`src/rtl/mrd_fsm_pkt.sv`:
```
// Shared definitions for the mixed-radix DFT memory-core sequencer:
// state codes seen by FSMrd / FSMsource and the stage-count helper.
package mrd_fsm_pkt;

    typedef logic [2:0] fsm_t;

    localparam fsm_t FSM_IDLE     = 3'd0;
    localparam fsm_t FSM_SINK     = 3'd1;
    localparam fsm_t FSM_WAIT_RD  = 3'd2;
    localparam fsm_t FSM_RD       = 3'd3;
    localparam fsm_t FSM_WAIT_WR  = 3'd4;
    localparam fsm_t FSM_SOURCE   = 3'd5;

    typedef enum logic [2:0] {
        ST_IDLE    = FSM_IDLE,
        ST_SINK    = FSM_SINK,
        ST_WAIT_RD = FSM_WAIT_RD,
        ST_RD      = FSM_RD,
        ST_WAIT_WR = FSM_WAIT_WR,
        ST_SOURCE  = FSM_SOURCE
    } state_e;

    // Number of leading nonzero radix entries; the first zero ends the list.
    function automatic logic [2:0] count_stages(input logic [0:5][2:0] nf);
        logic [2:0] n;
        logic       run;
        n   = 3'd0;
        run = 1'b1;
        for (int i = 0; i < 6; i++) begin
            if (run && (nf[i] != 3'd0)) begin
                n = n + 3'd1;
            end else begin
                run = 1'b0;
            end
        end
        return n;
    endfunction

endpackage

```
`src/rtl/mrd_fsm_watchdog.sv`:
```
// Progress watchdog: counts cycles since the last clear while enabled and
// flags the cycle in which the window reaches TIMEOUT cycles.
module mrd_fsm_watchdog
    import mrd_fsm_pkt::*;
#(
    parameter int TIMEOUT = 16384,
    parameter int TO_W    = 15
) (
    input  logic clk,
    input  logic rst_n,
    input  logic clear,
    input  logic enable,
    output logic expire
);

    logic [TO_W-1:0] cnt;

    // The clearing cycle itself counts as the first cycle of a new window,
    // so expire fires in the TIMEOUT-th cycle without progress.
    always_ff @(posedge clk) begin
        if (!rst_n) begin
            cnt <= '0;
        end else if (!enable) begin
            cnt <= '0;
        end else if (clear) begin
            cnt <= TO_W'(1);
        end else begin
            cnt <= cnt + TO_W'(1);
        end
    end

    assign expire = enable & ~clear & (cnt == TO_W'(TIMEOUT - 1));

endmodule

```
`src/rtl/mrd_fsm_ctrl.sv`:
```
// Top-level frame sequencer: sink one frame, run one read/write pass per
// radix stage, stream the last stage out. Checks frame length, flags
// overflow and aborts to Idle when no progress is seen for TIMEOUT cycles.
//
// Sink handshake: a sample is accepted in a cycle where sink_valid and
// sink_ready are both high; sink_valid while sink_ready is low drops the
// sample and pulses err_ovf. sink_ready does not depend on sink_valid.
module mrd_fsm_ctrl
    import mrd_fsm_pkt::*;
#(
    parameter int WAIT_RD = 8,
    parameter int TIMEOUT = 16384,
    parameter int TO_W    = 15
) (
    input  logic             clk,
    input  logic             rst_n,
    input  logic             sink_valid,
    input  logic             sink_sop,
    input  logic             sink_eop,
    input  logic [11:0]      dftpts,
    input  logic [0:5][2:0]  Nf,
    input  logic             rd_stage_done,
    input  logic             wr_stage_done,
    input  logic             source_end,
    output logic [2:0]       fsm,
    output logic [2:0]       fsm_r,
    output logic             fsm_lastRd_source,
    output logic [2:0]       stage_cnt,
    output logic             rd_start,
    output logic             sink_ready,
    output logic             err_len,
    output logic             err_ovf,
    output logic             err_timeout
);

    localparam int WW = (WAIT_RD > 1) ? $clog2(WAIT_RD) : 1;

    state_e          state;
    logic [11:0]     cnt;
    logic [11:0]     dftpts_l;
    logic [2:0]      nst_l;
    logic            pending;
    logic [WW-1:0]   wait_cnt;

    logic            accept;
    logic [2:0]      nf_stages;
    logic [11:0]     cnt_sat;
    logic            len_bad;
    logic            last_stage;
    logic [2:0]      next_stage;
    logic            next_is_last;
    logic            wd_clear;
    logic            wd_enable;
    logic            wd_expire;

    assign fsm          = state;
    assign accept       = sink_valid & sink_ready;
    assign nf_stages    = count_stages(Nf);
    assign cnt_sat      = (cnt == 12'hFFF) ? cnt : cnt + 12'd1;
    // 13-bit compare so a saturated count never aliases a valid length.
    assign len_bad      = (({1'b0, cnt} + 13'd1) != {1'b0, dftpts_l});
    assign last_stage   = (stage_cnt == (nst_l - 3'd1));
    assign next_stage   = stage_cnt + 3'd1;
    assign next_is_last = (next_stage == (nst_l - 3'd1));

    assign wd_clear  = (fsm != fsm_r) | rd_stage_done | wr_stage_done | sink_valid;
    assign wd_enable = (state != ST_IDLE);

    mrd_fsm_watchdog #(
        .TIMEOUT (TIMEOUT),
        .TO_W    (TO_W)
    ) u_watchdog (
        .clk    (clk),
        .rst_n  (rst_n),
        .clear  (wd_clear),
        .enable (wd_enable),
        .expire (wd_expire)
    );

    // Main sequencer: state, stage tracking, sink counting and error flags.
    // fsm_r is a plain delay of fsm, so after a reset it settles one cycle
    // behind fsm.
    always_ff @(posedge clk) begin
        fsm_r <= fsm;
        if (!rst_n) begin
            state             <= ST_IDLE;
            fsm_lastRd_source <= 1'b0;
            stage_cnt         <= 3'd0;
            rd_start          <= 1'b0;
            sink_ready        <= 1'b0;
            err_len           <= 1'b0;
            err_ovf           <= 1'b0;
            err_timeout       <= 1'b0;
            cnt               <= 12'd0;
            dftpts_l          <= 12'd0;
            nst_l             <= 3'd0;
            pending           <= 1'b0;
            wait_cnt          <= '0;
        end else begin
            rd_start    <= 1'b0;
            err_timeout <= 1'b0;
            err_ovf     <= sink_valid & ~sink_ready;
            // Staying put keeps sink_ready tied to Idle/Sink; transitions override.
            sink_ready  <= (state == ST_IDLE) || (state == ST_SINK);

            if (wd_expire) begin
                state             <= ST_IDLE;
                err_timeout       <= 1'b1;
                fsm_lastRd_source <= 1'b0;
                stage_cnt         <= 3'd0;
                pending           <= 1'b0;
                sink_ready        <= 1'b1;
            end else begin
                case (state)
                    ST_IDLE: begin
                        if (accept && sink_sop && (nf_stages != 3'd0)) begin
                            dftpts_l <= dftpts;
                            nst_l    <= nf_stages;
                            cnt      <= 12'd1;
                            if (sink_eop) begin
                                state      <= ST_WAIT_RD;
                                wait_cnt   <= '0;
                                sink_ready <= 1'b0;
                                err_len    <= (dftpts != 12'd1);
                            end else begin
                                state   <= ST_SINK;
                                err_len <= 1'b0;
                            end
                        end
                    end

                    ST_SINK: begin
                        if (accept) begin
                            if (sink_sop) begin
                                // Restart of a frame mid-sink: count anew, flag it.
                                cnt      <= 12'd1;
                                err_len  <= 1'b1;
                                dftpts_l <= dftpts;
                                if (nf_stages != 3'd0) begin
                                    nst_l <= nf_stages;
                                end
                            end else begin
                                cnt <= cnt_sat;
                            end
                            if (sink_eop) begin
                                state      <= ST_WAIT_RD;
                                wait_cnt   <= '0;
                                sink_ready <= 1'b0;
                                if (!sink_sop) begin
                                    err_len <= err_len | len_bad;
                                end
                            end
                        end
                    end

                    ST_WAIT_RD: begin
                        if (wait_cnt == WW'(WAIT_RD - 1)) begin
                            state             <= ST_RD;
                            stage_cnt         <= 3'd0;
                            rd_start          <= 1'b1;
                            pending           <= 1'b0;
                            fsm_lastRd_source <= (nst_l == 3'd1);
                        end else begin
                            wait_cnt <= wait_cnt + WW'(1);
                        end
                    end

                    ST_RD: begin
                        if (wr_stage_done) begin
                            pending <= 1'b1;
                        end
                        if (rd_stage_done) begin
                            state <= last_stage ? ST_SOURCE : ST_WAIT_WR;
                        end
                    end

                    ST_WAIT_WR: begin
                        if (wr_stage_done || pending) begin
                            state             <= ST_RD;
                            stage_cnt         <= next_stage;
                            pending           <= 1'b0;
                            rd_start          <= 1'b1;
                            fsm_lastRd_source <= next_is_last;
                        end
                    end

                    ST_SOURCE: begin
                        if (source_end) begin
                            state             <= ST_IDLE;
                            fsm_lastRd_source <= 1'b0;
                            stage_cnt         <= 3'd0;
                            pending           <= 1'b0;
                            sink_ready        <= 1'b1;
                        end
                    end

                    default: begin
                        state             <= ST_IDLE;
                        fsm_lastRd_source <= 1'b0;
                        stage_cnt         <= 3'd0;
                        pending           <= 1'b0;
                        sink_ready        <= 1'b1;
                    end
                endcase
            end
        end
    end

endmodule

```
`config.mk`:
```
export PLATFORM = sky130hd
export DESIGN_NAME = mrd_fsm_ctrl
export DESIGN_NICKNAME = d
export VERILOG_FILES = /design/src/rtl/mrd_fsm_pkt.sv /design/src/rtl/mrd_fsm_watchdog.sv /design/src/rtl/mrd_fsm_ctrl.sv
export SDC_FILE = /design/constraint.sdc
export NUM_CORES = 1
export LEC_CHECK = 0
export ABC_AREA = 0
export BUFFER_PORTS_ARGS = -buffer_cell sky130_fd_sc_hd__buf_2
export CAP_MARGIN = 15
export CORE_MARGIN = 4
export CORE_UTILIZATION = 35
export DETAILED_ROUTE_END_ITERATION = 6
export PLACE_DENSITY = 0.65
export SYNTH_ARGS = -nofsm -noshare
export SYNTH_HDL_FRONTEND = slang
export SYNTH_SLANG_ARGS = --single-unit
```
`constraint.sdc`:
```
create_clock -name clk -period 4.5 [get_ports clk]
set_clock_uncertainty 0.15 [all_clocks]
set_input_delay 0.9 -clock clk [delete_from_list [all_inputs] [get_ports clk]]
set_output_delay 0.9 -clock clk [all_outputs]
set_load 0.05 [all_outputs]
```
Word-level counts from Yosys, hierarchy flattened --
Index checks and enable logic that the tools add are counted.
Word-level totals: flip-flop bits (word level) 61, input bits 38, output and inout bits 15, logic and storage cells 171
Cells by class: add/subtract/negate cells 11, equality and inequality tests 26, multiplexer cells 69, bitwise logic cells 15, reductions and logical operators 34
Operators with widths (count):
- 12-bit 2-to-1 mux | 7
- 3-bit 2-to-1 mux | 21
- 12-bit one-hot mux with 2 select lines | 2
- 1-bit 2-to-1 mux | 28
- 3-bit nonzero test | 9
- 5-bit AND reduction | 4
- 3-bit by 1-bit adder with 3-bit output (second input constant) | 6
- 2-bit != test (second input constant) | 9
- 3-bit one-hot mux with 6 select lines | 1
- 15-bit by 1-bit adder with 15-bit output (second input constant) | 1
- 15-bit by 14-bit equality test with 1-bit output (second input constant) | 1
- 12-bit by 1-bit adder with 13-bit output (second input constant) | 1
- 13-bit by 12-bit != test with 1-bit output | 1
- 12-bit by 1-bit adder with 12-bit output (second input constant) | 1
- 12-bit equality test (second input constant) | 1
- 12-bit by 1-bit != test with 1-bit output (second input constant) | 1
- 3-bit one-hot mux with 4 select lines | 1
- 3-bit equality test (second input constant) | 3
- 3-bit one-hot mux with 3 select lines | 1
- 3-bit OR reduction | 3
- 1-bit one-hot mux with 4 select lines | 2
- 4-bit AND reduction | 2
- 1-bit logical AND | 7
- 1-bit NOT | 7
- other kinds (21) | 35

Depth between registers and ports, before layout --
depth after elaboration 17, gate-level depth with buffers 18

Modules after synthesis --
Synthesis repeated with hierarchy kept, for this count alone.
Second synthesis, totals: cells, all modules 467, area total of the unflattened synthesis 3696.0 um2
By module, submodules not included:
- mrd_fsm_ctrl | instances 1, cells each 386, area an instance 2956.6 um2
- mrd_fsm_watchdog | instances 1, cells each 81, area an instance 739.5 um2

Least setup slack after synthesis --
No wires, ideal clock.
kind input -> register, start point in Nf[11] (netlist bit), end point reg dftpts_l[0], library setup time 128 ps, arrival 4195 ps, slack 27 ps, cell stages on the path 18, cells stage by stage or3_1 o21ai_1 inv_1 ha_1 nor2_1 nor2_1 ha_1 o21ai_0 a21oi_1 ha_1 o31ai_1 or3_1 a2111oi_1 nor2_1 a31o_2 buf_4 mux2i_1 nor2_1
On the way: word-level cells in the longest chain between the ends 13, elaborated cells between the ends (all ways) 19
Ends and longest elaborated chain:
- start, declared | line mrd_fsm_ctrl.sv:21 | input logic [0:5][2:0] Nf,
- 3-bit nonzero test * | line mrd_fsm_pkt.sv:30 | if (run && (nf[i] != 3'd0)) begin
- 1-bit logical AND * | line mrd_fsm_pkt.sv:30
- 3-bit 2-to-1 mux or 1-bit 2-to-1 mux (tied branches) | line mrd_fsm_pkt.sv:30
- 3-bit by 1-bit adder with 3-bit output or 1-bit logical AND (tied branches) | line mrd_fsm_pkt.sv:31, mrd_fsm_pkt.sv:30
- 3-bit 2-to-1 mux or 1-bit 2-to-1 mux (tied branches) | line mrd_fsm_pkt.sv:30
- 3-bit by 1-bit adder with 3-bit output or 1-bit logical AND (tied branches) | line mrd_fsm_pkt.sv:31, mrd_fsm_pkt.sv:30
- 3-bit 2-to-1 mux or 1-bit 2-to-1 mux (tied branches) | line mrd_fsm_pkt.sv:30
- 3-bit by 1-bit adder with 3-bit output or 1-bit logical AND (tied branches) | line mrd_fsm_pkt.sv:31, mrd_fsm_pkt.sv:30
- 3-bit 2-to-1 mux * | line mrd_fsm_pkt.sv:30
- 3-bit nonzero test * | line mrd_fsm_ctrl.sv:116 | if (accept && sink_sop && (nf_stages != 3'd0)) begin
- 1-bit logical AND * | line mrd_fsm_ctrl.sv:116
- 2-bit by 1-bit != test with 1-bit output (no source line) *
- 5-bit AND reduction (no source line) *
- end signal, assigned | line mrd_fsm_ctrl.sv:117 | dftpts_l <= dftpts;
- end signal, assigned | line mrd_fsm_ctrl.sv:138 | dftpts_l <= dftpts;
- end, declared | line mrd_fsm_ctrl.sv:40 | logic [11:0] dftpts_l;
Mark *: on every way between the ends. The rest lies on a longest branch, timed or not. A chain may end at the register's enable or synchronous reset.

Worst setup path after layout --
start point in Nf[11] (netlist bit), end point reg nst_l[0]
On the way: word-level cells in the longest chain between the ends 13, elaborated cells between the ends (all ways) 25
Ends and longest elaborated chain:
- 3-bit nonzero test * | line mrd_fsm_pkt.sv:30
- 1-bit logical AND * | line mrd_fsm_pkt.sv:30
- 3-bit 2-to-1 mux or 1-bit 2-to-1 mux (tied branches) | line mrd_fsm_pkt.sv:30
- 3-bit by 1-bit adder with 3-bit output or 1-bit logical AND (tied branches) | line mrd_fsm_pkt.sv:31, mrd_fsm_pkt.sv:30
- 3-bit 2-to-1 mux or 1-bit 2-to-1 mux (tied branches) | line mrd_fsm_pkt.sv:30
- 3-bit by 1-bit adder with 3-bit output or 1-bit logical AND (tied branches) | line mrd_fsm_pkt.sv:31, mrd_fsm_pkt.sv:30
- 3-bit 2-to-1 mux or 1-bit 2-to-1 mux (tied branches) | line mrd_fsm_pkt.sv:30
- 3-bit by 1-bit adder with 3-bit output or 1-bit logical AND (tied branches) | line mrd_fsm_pkt.sv:31, mrd_fsm_pkt.sv:30
- 3-bit 2-to-1 mux * | line mrd_fsm_pkt.sv:30
- 3-bit nonzero test or 3-bit 2-to-1 mux (tied branches) | line mrd_fsm_ctrl.sv:116, mrd_fsm_ctrl.sv:139
- 1-bit logical AND or 3-bit 2-to-1 mux (tied branches) | line mrd_fsm_ctrl.sv:116, mrd_fsm_ctrl.sv:134
- 2-bit by 1-bit != test with 1-bit output (no source line) or 3-bit 2-to-1 mux (tied branches)
- 6-bit AND reduction (no source line) or 3-bit one-hot mux with 2 select lines (tied branches)
- end signal, assigned | line mrd_fsm_ctrl.sv:118 | nst_l <= nf_stages;
- end signal, assigned | line mrd_fsm_ctrl.sv:140 | nst_l <= nf_stages;
- end, declared | line mrd_fsm_ctrl.sv:41 | logic [2:0] nst_l;
Mark *: on every way between the ends. The rest lies on a longest branch, timed or not. The select of a mux whose other input is x is not followed.

==> results_dict.tcl <==
set metrics [dict create \
    status "finished, final reports clean" \
    arrival_ps 4540 \
    overflow 0 \
    crit_type "input port to flip-flop" \
    drt_first_pass_iters 4 \
    hold_viol_final 0 \
    maxSlewHeadroom_pct 24.4 \
    min-delay-path-class "flip-flop to flip-flop" \
    ys_ff_latch 61 \
    dp_hpwl_mm 6.97 \
    start_util_pct 36.5 \
    root_buffer "clkbuf_8" \
    avgSynthCellArea_sq_um 7.98 \
    fp.dieH_microns 110 \
    die_x_microns 110 \
    grt_pass1_vias 3335 \
    power.total_mw 1.37 \
    ant_nets 0 \
    power.density_mw_per_mm2 312 \
    core-area_sq_mm 0.00995 \
    nets 567 \
    crit_path_start_kind "input port" \
    syn_nets 504 \
    num_vias 3497 \
    grt_usage_pct 16.4 \
    cts_hold_buf 0 \
    ys_types 63 \
    drt_iter0_drc 245 \
    drive_gt1_share_pct 21.0 \
    syn2layout_area_growth_pct 20.8 \
    synthFlopType "dfxtp_1" \
    vdd_ir_drop_max_mv 0.175 \
    viasPerCell 5.32 \
    fin_setup_tns_ps 0 \
    place_congestion 0.902 \
    antenna_found_initial 0 \
    ys_warn_count 0 \
    io_buffers 52 \
    grt_max_degree 24 \
    synth_edf_count 0 \
    layout_min_cycle_time_ps 4430 \
    cts.clk_slew.worst_paths_ps 70 \
    io_pins 53 \
    cts_tree "yes" \
    synthCells 456 \
    end_kind "flip-flop" \
    required_ps 4610 \
    rows 36 \
    ys_seq_area_share_pct 33.6 \
    cts_inserted_buffers 9 \
    grt_pass1_wl_mm 15.7 \
    synth_top_area_share_pct 33.6 \
    maxSlewViolCount 0 \
    wl_per_cell_microns 14.4 \
    synth_top_area_cell "dfxtp_1" \
    synth_area_sq_mm 0.00364 \
    antenna_cells 0 \
    leakagePower_nw 1.73 \
    dieArea_sq_mm 0.0121 \
    setup_viol 0 \
    tightest_slew_ps 1120 \
    clock_latency_ps 350 \
    cts_buffer_depth 2 \
    htreeDepth 3 \
    ys_async_sr_fraction_pct 0 \
    drc_errors 0 \
    numClockSinks 61 \
    synthTopCellsByArea "dfxtp_1 34%, xor2_1 5.1%, nor2_1 5.0%, nand2_1 4.5%, a21oi_1 4.4%" \
    timing.final.crit_share_pct 98.4 \
    cp_max_fo 3 \
    drv_cap 0 \
    wirelength_mm 9.48 \
    clock.fmax_mhz 226 \
]
[path summary, 6_finish.rpt]
kind                           start                  to  slack (ps)  cells after the start
setup / recovery              Nf[11]            nst_l[0]          70                     17
setup reg to reg              cnt[0]             err_len        1270                      9
hold reg to reg   u_watchdog.cnt[14]  u_watchdog.cnt[14]         300                      2
hold / removal    u_watchdog.cnt[14]  u_watchdog.cnt[14]         300                      2
[power by group]
group	leakage, nW	switching (mW)	internal (mW)
Combinational	1.13	0.169	0.119
Clock	0.103	0.235	0.275
Sequential	0.493	0.0195	0.554
[registers in the layout, summed over array words and instances (netlist names)]
| signal | count |
|---|---|
| nst_l | 3 |
| wait_cnt | 3 |
| err_ovf | 1 |
| err_len | 1 |
| fsm_r | 3 |
| fsm_lastRd_source | 1 |
| stage_cnt | 3 |
| fsm | 3 |
| rd_start | 1 |
| sink_ready | 1 |
| err_timeout | 1 |
| pending | 1 |
| cnt | 12 |
| dftpts_l | 12 |
| u_watchdog.cnt | 15 |
[logic make-up after synthesis]
family / after synthesis / share of synthesized area, %
AOI/OAI and AO/OA: 109 / 19.6
DFF: 61 / 33.6
muxes: 17 / 4.71
buffers and inverters: 42 / 5.06
xor gates and xnor gates: 37 / 8.91
adders and majority gates: 10 / 3.44
and+or+nand+nor: 180 / 24.7
[metal layers]
layer	track usage (%)	share of wire (%)	vias up	wire length (microns)
li1	-	-	1770	-
met1	21.6	46	1598	4380
met2	25.5	45	120	4260
met3	5.70	7.9	9	746
met4	4.27	1.0	0	95
met5	0	0	-	0
[cells in the mapped netlist (3+ instances only)]
master,n
nor3_1,13
o31ai_1,6
nor3b_1,3
nand3b_1,3
a211oi_1,3
o2111ai_1,6
nor2_1,48
buf_2,3
xor2_1,21
dfxtp_1,61
clkbuf_1,14
ha_1,10
and3_1,3
xnor2_1,16
o21ai_1,10
mux2i_1,16
nand2_1,44
o21ai_0,23
nand3_1,19
and2_1,3
nor4_1,6
inv_1,20
a21oi_1,32
nand4_1,10
or3_1,9
[cells in the final DEF, fill, tap and decap left out, types with 3 or more instances in the layout]
| cell | instances |
|---|---|
| ha_1 | 10 |
| nor3_1 | 12 |
| nand2_1 | 44 |
| nand3_1 | 19 |
| xnor2_1 | 16 |
| o21ai_2 | 3 |
| o2111ai_1 | 6 |
| a21oi_1 | 30 |
| buf_2 | 52 |
| xor2_1 | 21 |
| nor2_1 | 47 |
| buf_4 | 21 |
| o21ai_0 | 23 |
| o21ai_1 | 8 |
| nand4_1 | 10 |
| or3_1 | 9 |
| a211oi_1 | 3 |
| and3_1 | 3 |
| clkbuf_8 | 10 |
| nand3b_1 | 3 |
| nor3b_1 | 3 |
| nor4_1 | 6 |
| and2_1 | 3 |
| o31ai_1 | 6 |
| mux2i_1 | 16 |
| inv_1 | 20 |
| dfxtp_1 | 61 |
[layout make-up]
class                           count  area [sq um]
Clock buffer                       10           138
Clock inverter                      6          68.8
Fill cell                         977          5560
Inverter                           21          78.8
Multi-Input combinational cell    353          2300
Sequential cell                    61          1220
Tap cell                          133           166
Timing Repair Buffer               73           418
[critical path, cell delays in order]
cell and delay [ps]:
buf_2 90, or3_1 400, o21ai_2 170, inv_1 60
ha_1 290, or4_4 540, o21ai_0 90, a21oi_1 90
ha_1 170, o31ai_1 90, buf_4 180, nand3b_1 150
a2111oi_4 490, or2_1 220, nor2_1 80, or3_1 370
a21oi_1 140
[stage by stage]
| step | instance area (sq um) | utilization, % | hold WS, ps | worst slack (ps) | std cells |
|---|---|---|---|---|---|
| after floorplan | 3640 | - | 281 | 27.1 | 456 |
| after global placement | 4110 | 41.3 | 291 | -144 | 640 |
| final | 4390 | 44.1 | 302 | 71.6 | 657 |
| after global routing | 4390 | 44.1 | 340 | -72.4 | 657 |
| after detailed placement | 4110 | 41.3 | 296 | -329 | 640 |
| after CTS | 4320 | 43.4 | 307 | 31.2 | 656 |
[repair_timing]
action / 4_1_cts / 5_1_grt
buffers inserted: 0 / 1
endpoints found under the hold margin: 0 / 0
gates resized for setup: 0 / 13
setup endpoints to repair: 0 / 31
No activity file was read; power rests on OpenSTA's default activity.
